`src/rtl/dest_reg_tracker_pkg.sv`:
```
// Shared pipeline definitions for the destination-register tracker: ID width,
// load-flag bit positions and the per-stage entry layout.
package dest_reg_tracker_pkg;

    localparam int IDW   = 3;
    localparam int NFLAG = 5;

    // Bit positions inside an entry's load-flag vector.
    localparam int LDF_GPR1 = 0;
    localparam int LDF_GPR2 = 1;
    localparam int LDF_SEG  = 2;
    localparam int LDF_CSEG = 3;
    localparam int LDF_MM   = 4;

    typedef logic [IDW-1:0]   drid_t;
    typedef logic [NFLAG-1:0] ldf_t;

    typedef struct packed {
        drid_t drid1;
        drid_t drid2;
        ldf_t  ld;
    } entry_t;

    localparam int ENTRY_W = $bits(entry_t);

    function automatic entry_t make_entry(input drid_t drid1, input drid_t drid2, input ldf_t ld);
        entry_t e;
        e.drid1 = drid1;
        e.drid2 = drid2;
        e.ld    = ld;
        return e;
    endfunction

endpackage

```
`src/rtl/dest_reg_tracker_stage.sv`:
```
// One pipeline slot: valid bit plus entry register, with flag outputs qualified by valid.
// Latency: loads on the edge where load=1; holds while neither leave nor clr; clr wins over load.
module drid_stage_reg
    import dest_reg_tracker_pkg::*;
(
    input  logic   clk,
    input  logic   rst,
    input  logic   clr,
    input  logic   load,
    input  logic   leave,
    input  entry_t entry_in,
    output logic   vld,
    output entry_t entry,
    output ldf_t   v_ld
);

    logic   vld_d;
    logic   vld_q;
    entry_t entry_d;
    entry_t entry_q;

    always_comb begin
        vld_d   = vld_q;
        entry_d = entry_q;
        if (clr) begin
            vld_d = 1'b0;
        end else begin
            vld_d = load | (vld_q & ~leave);
            if (load) begin
                entry_d = entry_in;
            end
        end
    end

    always_ff @(posedge clk) begin
        if (rst) begin
            vld_q   <= 1'b0;
            entry_q <= '0;
        end else begin
            vld_q   <= vld_d;
            entry_q <= entry_d;
        end
    end

    assign vld   = vld_q;
    assign entry = entry_q;
    assign v_ld  = {NFLAG{vld_q}} & entry_q.ld;

endmodule

```
`src/rtl/dest_reg_tracker.sv`:
```
// Carries destination IDs and load flags of issued instructions through AG -> ME -> EX and retires to WB.
// Latency: issue at edge N shows in AG after N, EX after N+2; bubbles collapse, WB_STALL backpressures to RR_READY.
module dest_reg_tracker
    import dest_reg_tracker_pkg::*;
(
    input  logic             CLK,
    input  logic             RST,
    input  logic             FLUSH,
    input  logic             RR_V,
    input  logic             DEP_STALL,
    input  logic [IDW-1:0]   RR_DRID1,
    input  logic [IDW-1:0]   RR_DRID2,
    input  logic [NFLAG-1:0] RR_LD,
    output logic             RR_READY,
    output logic [IDW-1:0]   AG_DRID1,
    output logic [IDW-1:0]   AG_DRID2,
    output logic [IDW-1:0]   ME_DRID1,
    output logic [IDW-1:0]   ME_DRID2,
    output logic [IDW-1:0]   EX_DRID1,
    output logic [IDW-1:0]   EX_DRID2,
    output logic             V_AG_LD_GPR1,
    output logic             V_AG_LD_GPR2,
    output logic             V_AG_LD_SEG,
    output logic             V_AG_LD_CSEG,
    output logic             V_AG_LD_MM,
    output logic             V_ME_LD_GPR1,
    output logic             V_ME_LD_GPR2,
    output logic             V_ME_LD_SEG,
    output logic             V_ME_LD_CSEG,
    output logic             V_ME_LD_MM,
    output logic             V_EX_LD_GPR1,
    output logic             V_EX_LD_GPR2,
    output logic             V_EX_LD_SEG,
    output logic             V_EX_LD_CSEG,
    output logic             V_EX_LD_MM,
    output logic             WB_V,
    input  logic             WB_STALL,
    output logic [IDW-1:0]   WB_DRID1,
    output logic [IDW-1:0]   WB_DRID2,
    output logic [NFLAG-1:0] WB_LD,
    output logic             PIPE_BUSY
);

    logic   ag_v, me_v, ex_v;
    entry_t ag_e, me_e, ex_e;
    ldf_t   ag_vld_ld, me_vld_ld, ex_vld_ld;
    entry_t rr_e;

    logic ex_go, ex_free;
    logic me_go, me_free;
    logic ag_go, ag_free;
    logic issue;

    // Each stage frees up in the same cycle its occupant moves on, so a
    // retiring EX lets every upstream stage shift and RR issue at full rate.
    always_comb begin
        ex_go   = ex_v & ~WB_STALL;
        ex_free = ~ex_v | ex_go;
        me_go   = me_v & ex_free;
        me_free = ~me_v | me_go;
        ag_go   = ag_v & me_free;
        ag_free = ~ag_v | ag_go;
        issue   = RR_V & ~DEP_STALL & ag_free & ~FLUSH;
        rr_e    = make_entry(RR_DRID1, RR_DRID2, RR_LD);
    end

    drid_stage_reg u_ag (
        .clk      (CLK),
        .rst      (RST),
        .clr      (FLUSH),
        .load     (issue),
        .leave    (ag_go),
        .entry_in (rr_e),
        .vld      (ag_v),
        .entry    (ag_e),
        .v_ld     (ag_vld_ld)
    );

    drid_stage_reg u_me (
        .clk      (CLK),
        .rst      (RST),
        .clr      (FLUSH),
        .load     (ag_go),
        .leave    (me_go),
        .entry_in (ag_e),
        .vld      (me_v),
        .entry    (me_e),
        .v_ld     (me_vld_ld)
    );

    drid_stage_reg u_ex (
        .clk      (CLK),
        .rst      (RST),
        .clr      (FLUSH),
        .load     (me_go),
        .leave    (ex_go),
        .entry_in (me_e),
        .vld      (ex_v),
        .entry    (ex_e),
        .v_ld     (ex_vld_ld)
    );

    assign RR_READY  = ag_free;
    assign PIPE_BUSY = ag_v | me_v | ex_v;

    assign AG_DRID1 = ag_e.drid1;
    assign AG_DRID2 = ag_e.drid2;
    assign ME_DRID1 = me_e.drid1;
    assign ME_DRID2 = me_e.drid2;
    assign EX_DRID1 = ex_e.drid1;
    assign EX_DRID2 = ex_e.drid2;

    assign V_AG_LD_GPR1 = ag_vld_ld[LDF_GPR1];
    assign V_AG_LD_GPR2 = ag_vld_ld[LDF_GPR2];
    assign V_AG_LD_SEG  = ag_vld_ld[LDF_SEG];
    assign V_AG_LD_CSEG = ag_vld_ld[LDF_CSEG];
    assign V_AG_LD_MM   = ag_vld_ld[LDF_MM];

    assign V_ME_LD_GPR1 = me_vld_ld[LDF_GPR1];
    assign V_ME_LD_GPR2 = me_vld_ld[LDF_GPR2];
    assign V_ME_LD_SEG  = me_vld_ld[LDF_SEG];
    assign V_ME_LD_CSEG = me_vld_ld[LDF_CSEG];
    assign V_ME_LD_MM   = me_vld_ld[LDF_MM];

    assign V_EX_LD_GPR1 = ex_vld_ld[LDF_GPR1];
    assign V_EX_LD_GPR2 = ex_vld_ld[LDF_GPR2];
    assign V_EX_LD_SEG  = ex_vld_ld[LDF_SEG];
    assign V_EX_LD_CSEG = ex_vld_ld[LDF_CSEG];
    assign V_EX_LD_MM   = ex_vld_ld[LDF_MM];

    // Writeback sees the EX slot directly; flags are not gated by valid here.
    assign WB_V     = ex_v;
    assign WB_DRID1 = ex_e.drid1;
    assign WB_DRID2 = ex_e.drid2;
    assign WB_LD    = ex_e.ld;

endmodule

```
`config.mk`:
```
export PLATFORM = sky130hd
export DESIGN_NAME = dest_reg_tracker
export DESIGN_NICKNAME = d
export VERILOG_FILES = /design/src/rtl/dest_reg_tracker_pkg.sv /design/src/rtl/dest_reg_tracker_stage.sv /design/src/rtl/dest_reg_tracker.sv
export SDC_FILE = /design/constraint.sdc
export NUM_CORES = 1
export LEC_CHECK = 0
export CAP_MARGIN = 20
export CORE_ASPECT_RATIO = 0.6
export CORE_MARGIN = 2
export CORE_UTILIZATION = 44
export CTS_CLUSTER_SIZE = 40
export DETAILED_ROUTE_END_ITERATION = 10
export GPL_ROUTABILITY_DRIVEN = 0
export PLACE_DENSITY = 0.8
export SLEW_MARGIN = 10
export SYNTH_ARGS = -nofsm -noshare
export SYNTH_HDL_FRONTEND = slang
export SYNTH_SLANG_ARGS = --single-unit
```
`constraint.sdc`:
```
create_clock -name CLK -period 1.8 [get_ports CLK]
set_input_delay 0.36 -clock CLK [delete_from_list [all_inputs] [get_ports CLK]]
set_output_delay 0.36 -clock CLK [all_outputs]
set_load 0.005 [all_outputs]
```
Word level (Yosys, flattened, before mapping):

Cells that the tools add are included.

* add/subtract/negate cells: 0
* $lt $le $gt $ge: 0
* reduce and logical (&&, ||, !) cells: 4
* shift operators: 0
* bitwise gates (word level): 29
* multipliers: 0
* divide/modulo/power cells: 0
* equality and inequality tests: 0
* muxes and demuxes: 0

Operators with widths (count)
* bitwise AND 5 bit: 3
* bitwise AND 1 bit: 9
* NOT 1 bit: 9
* bitwise OR 1 bit: 8
* AND reduction 2 bit: 3
* OR reduction 2 bit: 1

* RAM bits: 0
* word-level logic and storage cells: 45
* latch bits: 0
* register bits: 36
* memories: 0
* bits in read-only memories: 0

Logic depth before layout (Yosys ltp):

Gate-level depths: netlist (run 1).

* depth in word-level cells: 10
* mapped depth: 5

Hierarchy:

From an unflattened synthesis (run 1), not the netlist that was laid out.

* cell total of the unflattened synthesis: 191
* area, all modules: 1876.8 um2

Modules (own cells, without submodules)
* drid_stage_reg: instances 3, cells each 59, area each 593.1 um2, seq. area each 240.2 um2
* dest_reg_tracker: instances 1, cells each 14, area each 97.6 um2, seq. area each 0.0 um2

Worst setup path before layout (run 1):

Ideal clock, no wire load.

* path type: register to register
* from: register u_ex.vld_q (netlist: u_ex.vld)
* to: register u_ag.entry_q, in the netlist u_ag.entry[0]
* setup slack: 0.502 ns
* stages on the path, launching flop included: 5
* arrival time: 1.226 ns
* period minus slack after synthesis: 1.298 ns
* data required time: 1.728 ns
* cells stage by stage: dfxtp_1 and2_4 a311oi_4 buf_8 mux2i_1

* cells in the longest elaborated chain, start to end: 9

RTL lines
* from (decl): RTL line dest_reg_tracker_stage.sv:18 `logic vld_q;`
* from (signal assigned): RTL line dest_reg_tracker_stage.sv:40 `vld_q <= vld_d;`
* bitwise AND 1 bit or NOT 1 bit (tied branches): RTL line dest_reg_tracker.sv:57, dest_reg_tracker.sv:58
* bitwise OR 1 bit (*): RTL line dest_reg_tracker.sv:58 `ex_free = ~ex_v | ex_go;`
* bitwise AND 1 bit (*): RTL line dest_reg_tracker.sv:59 `me_go = me_v & ex_free;`
* bitwise OR 1 bit (*): RTL line dest_reg_tracker.sv:60 `me_free = ~me_v | me_go;`
* bitwise AND 1 bit (*): RTL line dest_reg_tracker.sv:61 `ag_go = ag_v & me_free;`
* bitwise OR 1 bit (*): RTL line dest_reg_tracker.sv:62 `ag_free = ~ag_v | ag_go;`
* bitwise AND 1 bit (*) (2 in series): RTL line dest_reg_tracker.sv:63 `issue = RR_V & ~DEP_STALL & ag_free & ~FLUSH;`
* AND reduction 2 bit (no source line) (*)
* to (signal assigned): RTL line dest_reg_tracker_stage.sv:41 `entry_q <= entry_d;`
* to (decl): RTL line dest_reg_tracker_stage.sv:20 `entry_t entry_q;`

Mark *: on every way between the ends. The rest lies on a longest branch, timed or not.
A chain may end at the register's enable or synchronous reset.

Final worst setup path (run 1):

* from: register u_me.vld_q (netlist: u_me.vld)
* to: output V_ME_LD_CSEG

* cells in the longest elaborated chain, start to end: 1

RTL lines
* from (decl): RTL line dest_reg_tracker_stage.sv:18
* from (signal assigned): RTL line dest_reg_tracker_stage.sv:40
* bitwise AND 5 bit: RTL line dest_reg_tracker_stage.sv:47 `assign v_ld = {NFLAG{vld_q}} & entry_q.ld;`
* to (decl): RTL line dest_reg_tracker.sv:29 `output logic V_ME_LD_CSEG,`

Every way passes these cells.

==> metrics.log, run 1 <==
[metrics] run status: complete, no violations
[metrics] wire per inst: 14.0 um
[metrics] Cell Count Post-Placement: 270
[metrics] endpoint of the worst hold-timing path: u_ex.entry[4]$_SDFFE_PP0P_
[metrics] number of levels the H-tree was split into: 2
[metrics] Data arrival, critical path: 1.39 ns
[metrics] Period Utilization, post-route: 97.4%
[metrics] first-pass GRT wire length: 6410 um
[metrics] CTS max path bufs: 2
[metrics] clock input transition at the sequential cells of the worst setup and hold paths: 0.07 ns
[metrics] PD cells: 636 mW/mm2
[metrics] number of DRC violations after detailed routing: 0
[metrics] Leakage: 0.849 nW
[metrics] reg2reg start: u_ex.vld$_SDFF_PP0_
[metrics] dominant cell by count in the synthesized netlist: dfxtp_1
[metrics] number of synthesized flops with an enable pin: 0
[metrics] DR iter-0 viols: 68
[metrics] number of hold buffers added after cts: 0
[metrics] logic depth of the worst register-to-register path: 5
[metrics] Post-layout nets: 249
[metrics] unrepaired setup endpoints after global routing: no
[metrics] final hold violations: 0
[metrics] slew margin rel.: 72.4%
[metrics] count of buffers inserted at the top-level ports: 63
[metrics] share of cells above drive strength 1: 8.15%
[metrics] detail-routed via count per cell: 5.01
[metrics] share of the synthesized area in the top cell type: 41.7%
[metrics] CTS Root Cell: clkbuf_8
[metrics] Synth Net Count: 203
[metrics] via count: 1402
[metrics] Inserted Clock Buffers: 5
[metrics] number of global-route vias before repair: 1326
[metrics] CP Class: reg2out
[metrics] final-layout setup total negative slack: 0 ns
[metrics] effective utilization at floorplan: 46.4%
[metrics] grt ovf: 0
[metrics] IO Pins: 64
[metrics] number of clock sinks seen by CTS: 36
[metrics] residual antenna-violating net count after detailed routing: 0
[metrics] sequential-to-total area share from yosys stat: 41.7%
[metrics] number of violations of the max-capacitance limit: 0
[metrics] Top FF cell, synth: dfxtp_1
[metrics] final WL: 3910 um
[metrics] synth unique cells: 23
[metrics] placeable core area: 0.00372 mm2
[metrics] Hold Path Depth: 2
[metrics] DP HPWL: 2750 um
[metrics] final period demand of the worst path: 1.75 ns
[metrics] ANT cells: 0
[metrics] cell taking the most area after synthesis: dfxtp_1
[metrics] maximum number of pins on one net before global-route repair: 48
[metrics] count of mapped cells out of synthesis: 186
[metrics] initial antenna violation count: 0
[metrics] startpoint of the tightest hold check path: u_me.entry[4]$_SDFFE_PP0P_
[metrics] cell types with the highest counts after synthesis: dfxtp_1, nand2b_1, mux2i_1, buf_4, and2_1
[metrics] width of the chip: 84.9 um
[metrics] flop and latch count out of synthesis: 36
[metrics] Util after Layout: 64.2%
[metrics] final std cells w/o fill: 280
[metrics] Global Route Usage Sum: 18.8%
[metrics] end of the worst register-to-register path: u_ag.entry[7]$_SDFFE_PP0P_
[metrics] Finish-stage setup viols: 0
[metrics] Final Max Tran Viols: 0
[metrics] actual slew at the worst max-slew pin: 0.415 ns
[metrics] dominant cells by area after synthesis: dfxtp_1, mux2i_1, nand2b_1, buf_4, and2_1
[metrics] average cell area after synthesis: 9.28 um2
[metrics] DRT Pass-1 Iters: 4
[metrics] Register-to-Register Setup Slack: 0.27 ns
[metrics] number of rows in the core area: 17
[metrics] Data required, critical path: 1.44 ns
[metrics] async set-or-reset flop fraction in the synthesized netlist: 0%
[metrics] DIE HEIGHT: 52.5 um
[metrics] element type at the critical path start: flip-flop
[metrics] Max Fclk: 570 MHz
[metrics] type of element capturing the critical path: output pin
[metrics] Total Die Area: 0.00446 mm2
[metrics] post-synthesis instance area: 0.00173 mm2
[metrics] total of warnings raised by yosys: 0
[metrics] insertion delay to the later sink of the worst-skew pair: 0.29 ns
[metrics] Max VDD drop: 0.336 mV
[metrics] Layout area overhead: 38.5%
[metrics] Min-Delay Path Class: reg2reg
[metrics] Post-Route Skew: 0.00617 ns
[metrics] clock tree from TritonCTS: yes
[metrics] crit-path max FO: 9
==> worst max-delay path: stages, from the launching register on <==
cell and delay (ns):
dfxtp_4 0.41, and2_1 0.19, clkdlybuf4s50_1 0.51
==> kinds of logic (layout without fill, tap and decap cells) <==
group / after synthesis / after routing / share of synthesized area, %
AOI/OAI and AO/OA: 25 / 25 / 8.62
muxes: 22 / 22 / 12.8
buffers and inverters: 31 / 78 / 11.7
and+or+nand+nor: 72 / 72 / 25.2
DFF: 36 / 36 / 41.7
==> layer usage <==
layer  vias up  global-route usage (%)  part of all wire, %
li1        699                       -                    -
met1       644                    26.8                   51
met2        56                    27.8                   41
met3         3                    5.04                  7.3
met4         0                    5.56                 0.79
met5         -                       0                    0
==> layout make-up <==
| class | instances | area [um2] |
|---|---|---|
| tap | 47 | 58.8 |
| fill | 315 | 1330 |
| timing repair buffer | 70 | 706 |
| multi-input combinational | 119 | 805 |
| sequential | 36 | 732 |
| clock buffer | 8 | 90.1 |
==> power breakdown <==
group	switching [W]	leakage [nW]	internal, W
clock	0.000277	0.0455	0.000312
sequential	0.00000737	0.293	0.000803
combinational	0.0000444	0.510	0.0000772
total	0.000328	0.849	0.00119
==> registers in the layout, indices dropped and copies added, names as in the netlist <==
signal,flops
u_ag.vld,1
u_ex.vld,1
u_ag.entry,11
u_ex.entry,11
u_me.entry,11
u_me.vld,1
==> worst max-delay path by stage <==
stage | end | slack (ns) | from
after floorplan | u_ag.entry[0]$_SDFFE_PP0P_ | 0.50 | u_ex.vld$_SDFF_PP0_
after global placement | RR_READY | -0.12 | WB_STALL
after detailed placement | RR_READY | -0.13 | WB_STALL
after CTS | V_AG_LD_MM | 0.05 | u_ag.vld$_SDFF_PP0_
after global routing | V_AG_LD_MM | 0.02 | u_ag.vld$_SDFF_PP0_
final | V_ME_LD_CSEG | 0.05 | u_me.vld$_SDFF_PP0_
==> stage by stage <==
step	total power, W	cell area [um2]	setup WS [ns]	hold slack (ns)
after floorplan	0.000892	1730	0.502	0.438
after global routing	0.00158	2390	0.0178	0.506
after global placement	0.000950	2280	-0.117	0.467
final	0.00152	2390	0.0471	0.489
after CTS	0.00154	2370	0.0471	0.491
after detailed placement	0.000952	2280	-0.128	0.479
==> what timing repair did <==
item,in CTS,in global routing
buffers inserted,0,2
endpoints found under the setup margin,17,2
hold endpoints to repair,0,0
resized for setup,7,1
==> layout by cell type, fill, tap and decap left out, drive strengths merged <==
cell type,count
nand2,1
dfxtp,36
o21ai,11
buf,7
a211oi,1
and2b,1
mux2i,22
clkbuf,8
dlygate4sd2,2
a311oi,1
nand3,13
and2,16
nand3b,1
clkdlybuf4s50,61
and3b,1
a21oi,12
nor3,2
nor2,1
nand2b,35
or3,1
Note: power is estimated with default switching activity, not from simulation.
==> run 2: changes to the inputs <==
Settings changed: SETUP_SLACK_MARGIN set to 0.5.
Clock period 1.8 ns to 1.89 ns, I/O delays scaled along.
==> run 2 against run 1 <==
Net effect: via count is 8.1% higher; sequential share of layout area is 2.3 points lower; first-iteration DRC count is 4.4% higher; sequential cell count stayed put; power is 4.0% lower; core utilization is 7.5 points higher; clock power is 5.9% lower; largest cell class unchanged; sequential power is 4.8% lower.
==> metrics.log, run 2 (synthesized netlist as in run 1, its figures left out) <==
[metrics] Util after Layout: 71.7% (+7.5 points)
[metrics] clock tree from TritonCTS: yes
[metrics] Inserted Clock Buffers: 5 (unchanged)
[metrics] PD cells: 547 mW/mm2 (-14%)
[metrics] number of levels the H-tree was split into: 2 (unchanged)
[metrics] actual slew at the worst max-slew pin: 0.473 ns (+0.0587 ns)
[metrics] Max VDD drop: 0.321 mV (-4.3%)
[metrics] commonest non-fill, non-tap cells in the layout: nand2b_1, dlygate4sd2_1, mux2i_1, buf_6, dfxtp_2
[metrics] Data required, critical path: 1.51 ns (+0.07 ns)
[metrics] final hold violations: 0 (unchanged)
[metrics] slew margin rel.: 68.4% (-4.0 points)
[metrics] CTS Root Cell: clkbuf_8
[metrics] via count: 1516 (+8.1%)
[metrics] number of global-route vias before repair: 1483 (+12%)
[metrics] effective utilization at floorplan: 46.4% (unchanged)
[metrics] CP Class: reg2out
[metrics] DIE HEIGHT: 52.5 um (unchanged)
[metrics] Finish-stage setup viols: 0 (unchanged)
[metrics] final-layout setup total negative slack: 0 ns (unchanged)
[metrics] Layout area overhead: 54.6%
[metrics] Period Utilization, post-route: 86.3%
[metrics] Post-layout nets: 271 (+8.8%)
[metrics] DRT Pass-1 Iters: 4 (unchanged)
[metrics] DR iter-0 viols: 71 (+4.4%)
[metrics] unrepaired setup endpoints after global routing: yes
[metrics] element type at the critical path start: flip-flop
[metrics] width of the chip: 84.9 um (unchanged)
[metrics] Global Route Usage Sum: 20.1% (+1.3 points)
[metrics] placeable core area: 0.00372 mm2 (unchanged)
[metrics] wire per inst: 15.2 um (+8.6%)
[metrics] DP HPWL: 2620 um (-5.0%)
[metrics] number of rows in the core area: 17 (unchanged)
[metrics] Min-Delay Path Class: reg2reg
[metrics] most common library cell in the layout ignoring fill and taps: nand2b_1
[metrics] setup slack after placement: -0.0677 ns (+0.0606 ns)
[metrics] count of buffers inserted at the top-level ports: 63 (unchanged)
[metrics] ANT cells: 0 (unchanged)
[metrics] Leakage: 1.20 nW (+41%)
[metrics] share of cells above drive strength 1: 38.0% (+30 points)
[metrics] clock input transition at the sequential cells of the worst setup and hold paths: 0.07 ns (about the same)
[metrics] Data arrival, critical path: 1.25 ns (-0.14 ns)
[metrics] first-pass GRT wire length: 6890 um (+7.4%)
[metrics] CTS max path bufs: 2 (unchanged)
[metrics] sequential share of power: 52.8% (-0.5 points)
[metrics] number of clock sinks seen by CTS: 36 (unchanged)
[metrics] post-route setup slack: 0.258 ns (+0.211 ns)
[metrics] Design Power: 0.00146 W (-4.0%)
[metrics] grt ovf: 0 (unchanged)
[metrics] net switching power: 0.000314 W (-4.5%)
[metrics] Max Fclk: 613 MHz
[metrics] maximum number of pins on one net before global-route repair: 48 (unchanged)
[metrics] Total Die Area: 0.00446 mm2 (unchanged)
[metrics] IO Pins: 64 (unchanged)
[metrics] proportion of power drawn by the clock network: 37.9% (-0.8 points)
[metrics] switching part of the total power: 21.5% (-0.12 points)
[metrics] Int Pwr: 0.00115 W (-3.8%)
[metrics] Register-to-Register Setup Slack: 0.37 ns (+0.10 ns)
[metrics] residual antenna-violating net count after detailed routing: 0 (unchanged)
[metrics] Post-Route Skew: 0.00376 ns (-0.00241 ns)
[metrics] final period demand of the worst path: 1.63 ns
[metrics] Final Max Tran Viols: 0 (unchanged)
[metrics] Comb power frac: 9.3% (+1.3 points)
[metrics] crit-path max FO: 4 (-5)
[metrics] number of DRC violations after detailed routing: 0 (unchanged)
[metrics] type of element capturing the critical path: output pin
[metrics] fillcell total: 274 (-13%)
[metrics] number of violations of the max-capacitance limit: 0 (unchanged)
[metrics] detail-routed via count per cell: 5.02 (+0.25%)
[metrics] initial antenna violation count: 0 (unchanged)
[metrics] run status: complete, no violations
[metrics] final WL: 4580 um (+17%)
[metrics] insertion delay to the later sink of the worst-skew pair: 0.28 ns (about the same)
==> run 2: stage by stage <==
step	hold WS [ns]	cells	area (um2)
2_1_floorplan	0.453	186	1730
4_1_cts	0.482	296	2530
6_report	0.476	302	2670
5_1_grt	0.495	302	2670
3_5_place_dp	0.477	270	2280
3_3_place_gp	0.470	270	2280
==> run 2: layout make-up <==
| cell class | instances | area, um2 | area share, % |
|---|---|---|---|
| timing repair buffer | 91 | 865 | 32.4 |
| multi-input combinational | 120 | 901 | 33.8 |
| sequential | 36 | 754 | 28.3 |
| tap | 47 | 58.8 | 2.20 |
| clock buffer | 8 | 90.1 | 3.38 |
==> run 2: power by group through the flow <==
stage	clock, W	combinational [W]	sequential [W]
final	0.000554	0.000136	0.000771
after detailed placement	0	0.000114	0.000792
after global routing	0.000597	0.000144	0.000771
after floorplan	0	0.0000600	0.000789
after CTS	0.000560	0.000128	0.000770
after global placement	0	0.000113	0.000792
==> run 2: metal layers <==
layer  track usage (%)  part of all wire (%)  vias to the layer above
met5                 0                     0                        -
met3              6.46                   6.8                        2
met4              3.97                  0.17                        0
met2              31.6                    46                       61
met1              27.5                    47                      710
li1                  -                     -                      743
==> run 2: critical path: stages, from the launching register on <==
cell	delay, ns
dfxtp_4	0.35
buf_6	0.12
or3_1	0.35
buf_2	0.14
==> run 2: worst paths after layout <==
| check | depth (start not counted) | start | to |
|---|---|---|---|
| worst min register to register | 2 | u_me.entry[10]$_SDFFE_PP0P_ | u_ex.entry[10]$_SDFFE_PP0P_ |
| worst min-delay path | 2 | u_me.entry[10]$_SDFFE_PP0P_ | u_ex.entry[10]$_SDFFE_PP0P_ |
| worst max register to register | 7 | u_me.vld$_SDFF_PP0_ | u_ag.entry[0]$_SDFFE_PP0P_ |
| worst max-delay path | 3 | u_ex.vld$_SDFF_PP0_ | PIPE_BUSY |
==> run 2: timing repair <==
item	CTS	global route
setup buffers	17	5
resized for setup	142	32
hold buffers	0	0
pin swaps	7	7
setup endpoints to repair	76	50
gates cloned	1	1
